[config.mk]
export PLATFORM = sky130hd
export DESIGN_NAME = mem_bus_arbiter
export DESIGN_NICKNAME = d
export VERILOG_FILES = /design/src/rtl/risc_pkg.sv /design/src/rtl/arb_rr_pick.sv /design/src/rtl/mem_bus_arbiter.sv
export SDC_FILE = /design/constraint.sdc
export NUM_CORES = 1
export LEC_CHECK = 0
export ABC_AREA = 0
export CORE_ASPECT_RATIO = 0.7
export CORE_MARGIN = 4
export CORE_UTILIZATION = 33
export DETAILED_ROUTE_END_ITERATION = 10
export PLACE_DENSITY = 0.8
export SYNTH_ARGS = -nofsm -noshare
export SYNTH_HDL_FRONTEND = slang
export SYNTH_SLANG_ARGS = --single-unit
[constraint.sdc]
create_clock -name clk -period 2.8 [get_ports clk]
set_clock_uncertainty 0.15 [all_clocks]
set_input_delay 0.56 -clock clk [delete_from_list [all_inputs] [get_ports clk]]
set_output_delay 0.56 -clock clk [all_outputs]
set_load 0.02 [all_outputs]
[src/rtl/risc_pkg.sv]
// Shared constants and types for the program/data memory bus.
package risc_pkg;

    localparam int DATA_WIDTH = 8;
    localparam int ADDR_WIDTH = 5;

    typedef logic port_id_t;

    typedef enum logic [1:0] {
        ARB_IDLE = 2'd0,
        ARB_OWN0 = 2'd1,
        ARB_OWN1 = 2'd2
    } arb_state_t;

    typedef struct packed {
        logic                  sel;
        logic                  rd;
        logic                  wr;
        logic [ADDR_WIDTH-1:0] addr;
        logic [DATA_WIDTH-1:0] wdata;
    } mem_cmd_t;

endpackage

[src/rtl/arb_rr_pick.sv]
// Two-way round-robin picker.
// A locked state restricts the pick to its owner.
module arb_rr_pick
    import risc_pkg::*;
(
    input  logic [1:0] req,
    input  port_id_t   rr_last,
    input  arb_state_t state,
    output logic [1:0] gnt,
    output port_id_t   gnt_id
);

    always_comb begin
        gnt    = 2'b00;
        gnt_id = 1'b0;
        case (state)
            ARB_IDLE: begin
                if (req == 2'b11) gnt_id = ~rr_last;
                else              gnt_id = req[1];
                if (req != 2'b00) gnt = gnt_id ? 2'b10 : 2'b01;
            end
            ARB_OWN0: begin
                if (req[0]) gnt = 2'b01;
            end
            ARB_OWN1: begin
                if (req[1]) begin
                    gnt    = 2'b10;
                    gnt_id = 1'b1;
                end
            end
            default: begin
                gnt    = 2'b00;
                gnt_id = 1'b0;
            end
        endcase
    end

endmodule

[src/rtl/mem_bus_arbiter.sv]
// Arbiter sharing the 32x8 program/data memory between the CPU (port 0) and loader (port 1).
// state    | meaning
// ARB_IDLE | round-robin between requesters, no lock held
// ARB_OWN0 | port 0 holds the bus lock, port 1 waits
// ARB_OWN1 | port 1 holds the bus lock, port 0 waits
module mem_bus_arbiter #(
    parameter int DATA_WIDTH = risc_pkg::DATA_WIDTH,
    parameter int ADDR_WIDTH = risc_pkg::ADDR_WIDTH,
    parameter int LOCK_MAX   = 4
) (
    input  logic                  clk,
    input  logic                  rst,
    input  logic [1:0]            req,
    input  logic [1:0]            lock,
    input  logic [1:0]            we,
    input  logic [ADDR_WIDTH-1:0] addr0,
    input  logic [ADDR_WIDTH-1:0] addr1,
    input  logic [DATA_WIDTH-1:0] wdata0,
    input  logic [DATA_WIDTH-1:0] wdata1,
    output logic [1:0]            gnt,
    output logic [1:0]            rvalid,
    output logic [DATA_WIDTH-1:0] rdata,
    output logic [1:0]            owner,
    output logic                  mem_sel,
    output logic                  mem_rd,
    output logic                  mem_wr,
    output logic [ADDR_WIDTH-1:0] mem_addr,
    output logic [DATA_WIDTH-1:0] mem_wdata,
    input  logic [DATA_WIDTH-1:0] mem_rdata
);
    import risc_pkg::*;

    localparam logic [3:0] LOCK_CNT_MAX = 4'(LOCK_MAX);

    arb_state_t state, state_nxt;
    port_id_t   rr_last, rr_nxt, pick_id, own_id, rd_port;
    logic [1:0] pick_gnt;
    logic [3:0] lock_cnt, cnt_nxt, cnt_inc;
    logic       any_gnt, pick_we, pick_lock, rd_valid;
    mem_cmd_t   cmd;

    arb_rr_pick u_pick (
        .req     (req),
        .rr_last (rr_last),
        .state   (state),
        .gnt     (pick_gnt),
        .gnt_id  (pick_id)
    );

    // Grants are blocked while reset is held so nothing reaches the memory.
    assign gnt       = rst ? pick_gnt : 2'b00;
    assign any_gnt   = |gnt;
    assign pick_we   = pick_id ? we[1] : we[0];
    assign pick_lock = pick_id ? lock[1] : lock[0];
    assign own_id    = (state == ARB_OWN1);
    assign cnt_inc   = lock_cnt + 4'd1;

    always_comb begin
        cmd = '0;
        if (any_gnt) begin
            cmd.sel   = 1'b1;
            cmd.rd    = ~pick_we;
            cmd.wr    = pick_we;
            cmd.addr  = pick_id ? addr1 : addr0;
            cmd.wdata = pick_id ? wdata1 : wdata0;
        end
    end

    assign mem_sel   = cmd.sel;
    assign mem_rd    = cmd.rd;
    assign mem_wr    = cmd.wr;
    assign mem_addr  = cmd.addr;
    assign mem_wdata = cmd.wdata;

    always_comb begin
        state_nxt = state;
        cnt_nxt   = lock_cnt;
        rr_nxt    = rr_last;
        case (state)
            ARB_IDLE: begin
                if (any_gnt) begin
                    rr_nxt = pick_id;
                    // With LOCK_MAX == 1 the opening grant already exhausts the lock.
                    if (pick_lock && (LOCK_MAX > 1)) begin
                        state_nxt = pick_id ? ARB_OWN1 : ARB_OWN0;
                        cnt_nxt   = 4'd1;
                    end
                end
            end
            ARB_OWN0, ARB_OWN1: begin
                if (!any_gnt || !pick_lock || (cnt_inc == LOCK_CNT_MAX)) begin
                    state_nxt = ARB_IDLE;
                    cnt_nxt   = 4'd0;
                    rr_nxt    = own_id;
                end else begin
                    cnt_nxt = cnt_inc;
                end
            end
            default: begin
                state_nxt = ARB_IDLE;
                cnt_nxt   = 4'd0;
            end
        endcase
    end

    always_ff @(posedge clk or negedge rst) begin
        if (!rst) begin
            state    <= ARB_IDLE;
            rr_last  <= 1'b1;
            lock_cnt <= 4'd0;
            rd_valid <= 1'b0;
            rd_port  <= 1'b0;
        end else begin
            state    <= state_nxt;
            rr_last  <= rr_nxt;
            lock_cnt <= cnt_nxt;
            rd_valid <= any_gnt & ~pick_we;
            rd_port  <= pick_id;
        end
    end

    always_comb begin
        case (state)
            ARB_OWN0: owner = 2'b01;
            ARB_OWN1: owner = 2'b10;
            default:  owner = 2'b00;
        endcase
    end

    assign rvalid = rd_valid ? (rd_port ? 2'b10 : 2'b01) : 2'b00;
    assign rdata  = rd_valid ? mem_rdata : '0;

endmodule

==> impl_results.md, run 1 <==
* Worst slew margin at 58.0%
* Cell area after layout at 1800 um2
* FFs w/ async S/R, synth at 100%
* Nets at 266
* Crit share post-route at 99.5%
* Worst-case vdd ir drop at 687 uV
* Synth cell types at 35
* Post-Synthesis Cell Area at 902 um2
* Grt ovf at 0
* TritonCTS Buffers at 3
* Vias at 1,255
* Crit path kind: in -> out
* Crit path max fanout at 6
* Die height at 51.7 um
* Die Wd at approximately 70 um
* CTS root buffer: clkbuf_8
* Setup-failing EPs final at 0
* RSZ-0062 raised after global routing: yes
* Initial DRC Count at 60
* Initial DRT Pass Iterations at 4
* Syn Nets at 173
* Startpoint types: input port
* Initial Util at 35.6%
* Slew Limit Fails at 0
* ANT nets after route at 0
* Critical Path Sink Type: output port
* HP Class: reg -> reg
* Smallest hold slack at 420 ps
* Initial antenna violation count at 0
* Synth area leader: dfrtp_1
* Die Area at between 3000 and 4000 um2
* Post-synth top area share at 22.2%
* CP required at 2090 ps
* DRC viols at 0
* Status: complete, no violations
* Post-synth top cells: nand2_1, a21oi_1, and2_1, dfrtp_1, ha_1
* Core area at 2530 um2
* Register area at around 230 um2
* Bufs on Longest Clock Path at 2
* Fraction of layout cells with a size suffix above 1 at between 20 and 25%
* Vias/cell at approximately 5.0
* Clk_lat worst skew at 240 ps
* WL final at around 4000 um
* Post-DP HPWL at 3070 um
* Syn Area/Cell at roughly 7.3 um2
* # diodes at 0
* Total GRT Usage at between 20% and 30%
* Fin worst setup slack at 13.0 ps
* Max cap viols at 0
* # IOs at 72
* Multi-input logic area at around 670 um2
* Final Hold Vio Count at 0
* Count leader, synth: nand2_1
* Synth warn at 0
* Sequential-to-total area share from yosys stat at 25.1%
* Largest net degree at the start of global routing at 15
* Highest clock rate at 359 MHz
* Clock sink count at 9
* R2r setup slk at 140 ps
* Seq cells post-synth at 9
* Post-Route Utilization at 71.2%
* Arrival time of the worst setup path at approximately 2100 ps
* First-pass GRT wire length at 5910 um
* EDFF count, synth at 0
* GP Congestion at 0.886
* Dpl cell area at 1780 um2
* H-tree Lvls at 1
* Post-Syn Instances at 123
* CTS tree: yes
* Worst slack, placed at -391 ps
* Reg clk slew, reported paths at 40 ps
* IO Port Bufs at 71
* Main flop type after synthesis: dfrtp_1
* Row count at 15
* FILL cells at 200
* Vias in the first global route at around 1.3k
* Wire per inst at about 16 um
* P&R area growth vs syn at 99.9%
* LEAKAGE at approximately 0.86 nW
* Synth top area cells: dfrtp_1, nand2_1, ha_1, a21oi_1, and2_1
* Tmin final at approximately 2800 ps
* PwrDens at between 700 and 800 nW/um2
* Slew of the pin with the lowest slew margin at 628 ps
==> registers in the layout, summed over array words and instances, names as in the netlist <==
signal,count
lock_cnt,4
rd_port,1
rd_valid,1
rr_last,1
state,2
==> metal layers <==
layer,routed length [um],vias up,GRT usage (%)
met5,0,-,0
met4,75,0,7.32
met3,223,8,5.79
met2,2050,54,38.0
met1,1570,592,23.1
li1,-,601,-
==> final cells by class <==
type                            count  share of cell area (%)
Timing Repair Buffer               92                    44.1
Tap cell                           34                    2.36
Multi-Input combinational cell    103                    37.0
Clock buffer                        4                    2.50
Sequential cell                     9                    12.6
Inverter                            7                    1.46
==> placed cells by master, fill, tap and decap left out, types with 3 or more instances in the layout <==
| master | synthesis | final |
|---|---|---|
| clkdlybuf4s50_1 | 0 | 52 |
| nand2_1 | 32 | 32 |
| buf_4 | 0 | 23 |
| a21oi_1 | 15 | 13 |
| and2_1 | 9 | 9 |
| buf_2 | 1 | 9 |
| dfrtp_1 | 8 | 8 |
| ha_1 | 8 | 7 |
| inv_1 | 6 | 6 |
| nor2_1 | 4 | 4 |
| nor2b_1 | 5 | 4 |
| clkbuf_2 | 0 | 4 |
| o21ai_0 | 3 | 3 |
| nand3_1 | 3 | 3 |
| nor3_1 | 3 | 3 |
| clkbuf_8 | 0 | 3 |
| dlygate4sd2_1 | 0 | 3 |
==> metrics by stage <==
stage	total power, mW	TNS [ps]	std cells
after floorplan	0.750	0	123
after global placement	1.21	-5270	243
after detailed placement	1.24	-6540	243
after CTS	1.38	-61.9	247
after global routing	1.51	-168	249
final	1.42	0	249
==> where the power goes <==
group,internal [mW],leakage [nW],switching (mW)
Sequential,0.174,0.118,0.0357
Clock,0.0995,0.0228,0.0545
Combinational,0.463,0.719,0.589
Total,0.736,0.859,0.679
==> timing repair <==
action	4_1_cts	5_1_grt
pin swaps	0	1
setup buffers	0	2
resized for setup	48	24
hold buffers	0	0
endpoints found under the setup margin	18	17
==> worst max-delay path, stage by stage <==
cell             delay [ps]
clkdlybuf4s50_1         500
a21boi_2                 90
o21ai_4                 220
mux2i_2                 260
nor2b_2                 180
clkdlybuf4s15_2         270
==> path summary, 6_finish.rpt <==
check                                     endpoint  cells after the start               startpoint
min in group asynchronous       rd_valid$_DFF_PN0_                      2                      rst
min reg2reg                lock_cnt[0]$_DFFE_PN0P_                      1  lock_cnt[0]$_DFFE_PN0P_
max in group asynchronous      rr_last$_DFFE_PN1P_                      2                      rst
max                                         mem_rd                      6                   req[0]
min                        lock_cnt[0]$_DFFE_PN0P_                      1  lock_cnt[0]$_DFFE_PN0P_
max reg2reg                   state[0]$_DFFE_PN0P_                      9     state[0]$_DFFE_PN0P_
==> cells by family (layout without fill, tap and decap cells) <==
| group | Yosys count | count (layout) | synth area share, % |
|---|---|---|---|
| AO/OA/AOI/OAI | 30 | 30 | 23.0 |
| XOR/XNOR | 1 | 1 | 0.971 |
| adder cells (fa/ha/maj) | 8 | 8 | 11.1 |
| buffers and inverters | 11 | 103 | 4.71 |
| flip-flops | 9 | 9 | 25.1 |
| multiplexers | 2 | 2 | 2.36 |
| AND/OR/NAND/NOR | 62 | 62 | 32.7 |
Note: power is estimated with default switching activity, not from simulation.
==> inputs of run 2 (changes only) <==
--- a/config.mk
+++ b/config.mk
@@ -10,6 +10,7 @@
 export CORE_MARGIN = 4
 export CORE_UTILIZATION = 33
 export DETAILED_ROUTE_END_ITERATION = 10
+export GPL_ROUTABILITY_DRIVEN = 0
 export PLACE_DENSITY = 0.8
 export SYNTH_ARGS = -nofsm -noshare
 export SYNTH_HDL_FRONTEND = slang
==> results of run 2 <==
Final layout, timing and power as in run 1 (identical DEF).
==> inputs of run 3 (changes only) <==
--- a/config.mk
+++ b/config.mk
@@ -7,7 +7,7 @@
 export LEC_CHECK = 0
 export ABC_AREA = 0
 export CORE_ASPECT_RATIO = 0.7
-export CORE_MARGIN = 4
+export CORE_MARGIN = 2
 export CORE_UTILIZATION = 33
 export DETAILED_ROUTE_END_ITERATION = 10
 export GPL_ROUTABILITY_DRIVEN = 0
==> run 3 against run 2 <==
The run now ends with negative setup slack left. Non-clock buffer count rose by 1. Global-route usage rose by 0.71 points. Register-to-register slack improved by 40 ps. Sequential power barely moved. Critical path depth rose by 4. Critical path type is now reg -> out. Critical endpoint is now mem_wdata[6]. Largest power group unchanged.
==> impl_results.md, run 3 (synthesized netlist as in run 1, its figures left out) <==
* Status: finished with violations (was complete, no violations)
* Failing checks: negative setup slack
* CTS root buffer: clkbuf_8 (unchanged)
* IO Port Bufs at 71 (unchanged)
* Die height at 47.7 um (was 51.7 um)
* Initial DRT Pass Iterations at 4 (unchanged)
* Die Wd at 66.5 um (was 70.5 um)
* Initial antenna violation count at 0 (unchanged)
* Tmin final at 2800 ps (was 2790 ps)
* Register area at 226 um2 (unchanged)
* TritonCTS Buffers at 3 (unchanged)
* Initial DRC Count at 76 (was 60)
* Hold_buf cts at 0 (unchanged)
* Slowest stage cell on the critical path: dfrtp_1 (was clkdlybuf4s50_1)
* Clock Power Share at 10.8% (was 10.9%)
* PwrDens at 783 nW/um2 (was 785 nW/um2)
* Bufs on Longest Clock Path at 2 (unchanged)
* FILL cells at 194 (was 200)
* Critical Path Sink Type: output port (unchanged)
* H-tree Lvls at 1 (unchanged)
* Clock sink count at 9 (unchanged)
* Startpoint types: register (was input port)
* Combinational Power Share at 74.7% (was 74.3%)
* Largest net degree at the start of global routing at 16 (was 15)
* P&R area growth vs syn at 103% (was 99.9%)
* Total GRT Usage at 21.4% (was 20.7%)
* Row count at 15 (unchanged)
* Setup-failing EPs final at 1 (was 0)
* CTS tree: yes (unchanged)
* Vias in the first global route at 1,065 (was 1,260)
* Slew Limit Fails at 0 (unchanged)
* Nets at 267 (was 266)
* CP max stage delay at 370 ps (was 500 ps)
* Multi-input logic area at 664 um2 (was 667 um2)
* First-pass GRT wire length at 5000 um (was 5910 um)
* Commonest non-fill, non-tap cells in the layout: clkdlybuf4s50_1, nand2_1, buf_4 (unchanged)
* Crit-path cells: inv_1 -> buf_4 -> ha_1 -> nand2b_1 -> o221ai_2 -> nand2_1 -> nand2_2 -> buf_6 -> a21oi_1 -> clkdlybuf4s15_2 (was clkdlybuf4s50_1 -> a21boi_2 -> o21ai_4 -> mux2i_2 -> nor2b_2 -> clkdlybuf4s15_2)
* ANT nets after route at 0 (unchanged)
* Final Hold Vio Count at 0 (unchanged)
* Arrival time of the worst setup path at 2090 ps (was 2080 ps)
* Vias at 1,224 (was 1,255)
* Post-DP HPWL at 2900 um (was 3070 um)
* Grt ovf at 0 (unchanged)
* DRC viols at 0 (unchanged)
* Crit path max fanout at 8 (was 6)
* CP required at 2090 ps (about the same)
* Crit share post-route at 100% (was 99.5%)
* Initial Util at 35.6% (unchanged)
* Max cap viols at 0 (unchanged)
* P_sw at 0.675 mW (was 0.679 mW)
* Largest register FFs at 4 (unchanged)
* Reg clk slew, reported paths at 50 ps (was 40 ps)
* Die Area at 3170 um2 (was 3650 um2)
* Clk_lat worst skew at 240 ps (about the same)
* CP top delay family: buffers and inverters (unchanged)
* RSZ-0062 raised after global routing: yes (unchanged)
* Core area at 2530 um2 (unchanged)
* Highest clock rate at 357 MHz (was 359 MHz)
* Dpl cell area at 1780 um2 (unchanged)
* Fraction of layout cells with a size suffix above 1 at 24.5% (was 24.7%)
* Int Pwr at 0.761 mW (was 0.736 mW)
* WL final at 3590 um (was 3920 um)
* Most common cell after layout, fill and taps aside: clkdlybuf4s50_1 (unchanged)
* Slew of the pin with the lowest slew margin at 612 ps (was 628 ps)
* Top flop regs: lock_cnt x4, state x2 (unchanged)
* Cell area after layout at 1830 um2 (was 1800 um2)
* # IOs at 72 (unchanged)
* # diodes at 0 (unchanged)
* CP bufs+invs at 4 (was 2)
* HP Class: reg -> reg (unchanged)
* Worst slew margin at 59.0% (was 58.0%)
* Crit path kind: reg -> out (was in -> out)
* Biggest register: lock_cnt (unchanged)
* LEAKAGE at 0.889 nW (was 0.859 nW)
* Vias/cell at 4.90 (was 5.04)
* Wire per inst at 14.4 um (was 15.8 um)
* Sw frac at 47.0% (was 48.0%)
* Fin worst setup slack at -1.01 ps (was 13.0 ps)
* Worst slack, placed at -492 ps (was -391 ps)
* Worst-case vdd ir drop at 527 uV (was 687 uV)
* Sequential Power Share at 14.5% (was 14.8%)
==> run 3: power by group through the flow <==
stage / clock network (mW) / logic [mW] / registers (mW)
3_3_place_gp: 0 / 1.01 / 0.204
2_1_floorplan: 0 / 0.544 / 0.205
4_1_cts: 0.159 / 1.01 / 0.208
5_1_grt: 0.164 / 1.16 / 0.213
3_5_place_dp: 0 / 1.04 / 0.207
6_report: 0.155 / 1.07 / 0.208
==> run 3: repair_timing <==
action / 4_1_cts / 5_1_grt
setup endpoints to repair: 18 / 13
buffers inserted: 0 / 3
gates resized for setup: 55 / 27
pin swaps: 0 / 2
==> run 3: worst paths after layout <==
check,from,endpoint,slack (ps),depth (start not counted)
hold / removal,lock_cnt[2]$_DFFE_PN0P_,lock_cnt[2]$_DFFE_PN0P_,410,2
min in group asynchronous,rst,lock_cnt[1]$_DFFE_PN0P_,500,2
max in group asynchronous,rst,rr_last$_DFFE_PN1P_,1780,2
hold reg to reg,lock_cnt[2]$_DFFE_PN0P_,lock_cnt[2]$_DFFE_PN0P_,410,2
setup / recovery,state[1]$_DFFE_PN0P_,mem_wdata[6],-1,10
setup reg to reg,state[0]$_DFFE_PN0P_,state[0]$_DFFE_PN0P_,180,9
==> run 3: layout make-up <==
cell class	instances	area share [%]
sequential	9	12.4
multi-input combinational	103	36.2
clock buffer	4	2.46
inverter	7	1.57
tap	34	2.32
timing repair buffer	93	45.1
==> run 3: per-layer routing <==
metal | vias up | GRT usage [%] | share of wire, %
met5 | - | 0 | 0
met4 | 0 | 4.90 | 0.22
met3 | 2 | 7.06 | 7.3
met2 | 45 | 39.2 | 52
met1 | 571 | 25.1 | 40
li1 | 606 | - | -
==> run 3: worst min-delay path: stages, from the launching register on <==
cell	delay, ps
dfrtp_1	400
nand2_1	80
o21ai_1	50
==> run 3: metrics by stage <==
step | hold slack [ps] | TNS, ps | total power, mW | utilization (%) | std cells
finish | 414 | -1.01 | 1.44 | 72.3 | 250
global route | 437 | -430 | 1.54 | 72.3 | 250
CTS | 416 | -135 | 1.38 | 71.6 | 247
global placement | 397 | -5000 | 1.21 | 70.3 | 243
detailed placement | 411 | -7080 | 1.24 | 70.3 | 243
floorplan | 114 | 0 | 0.750 | - | 123
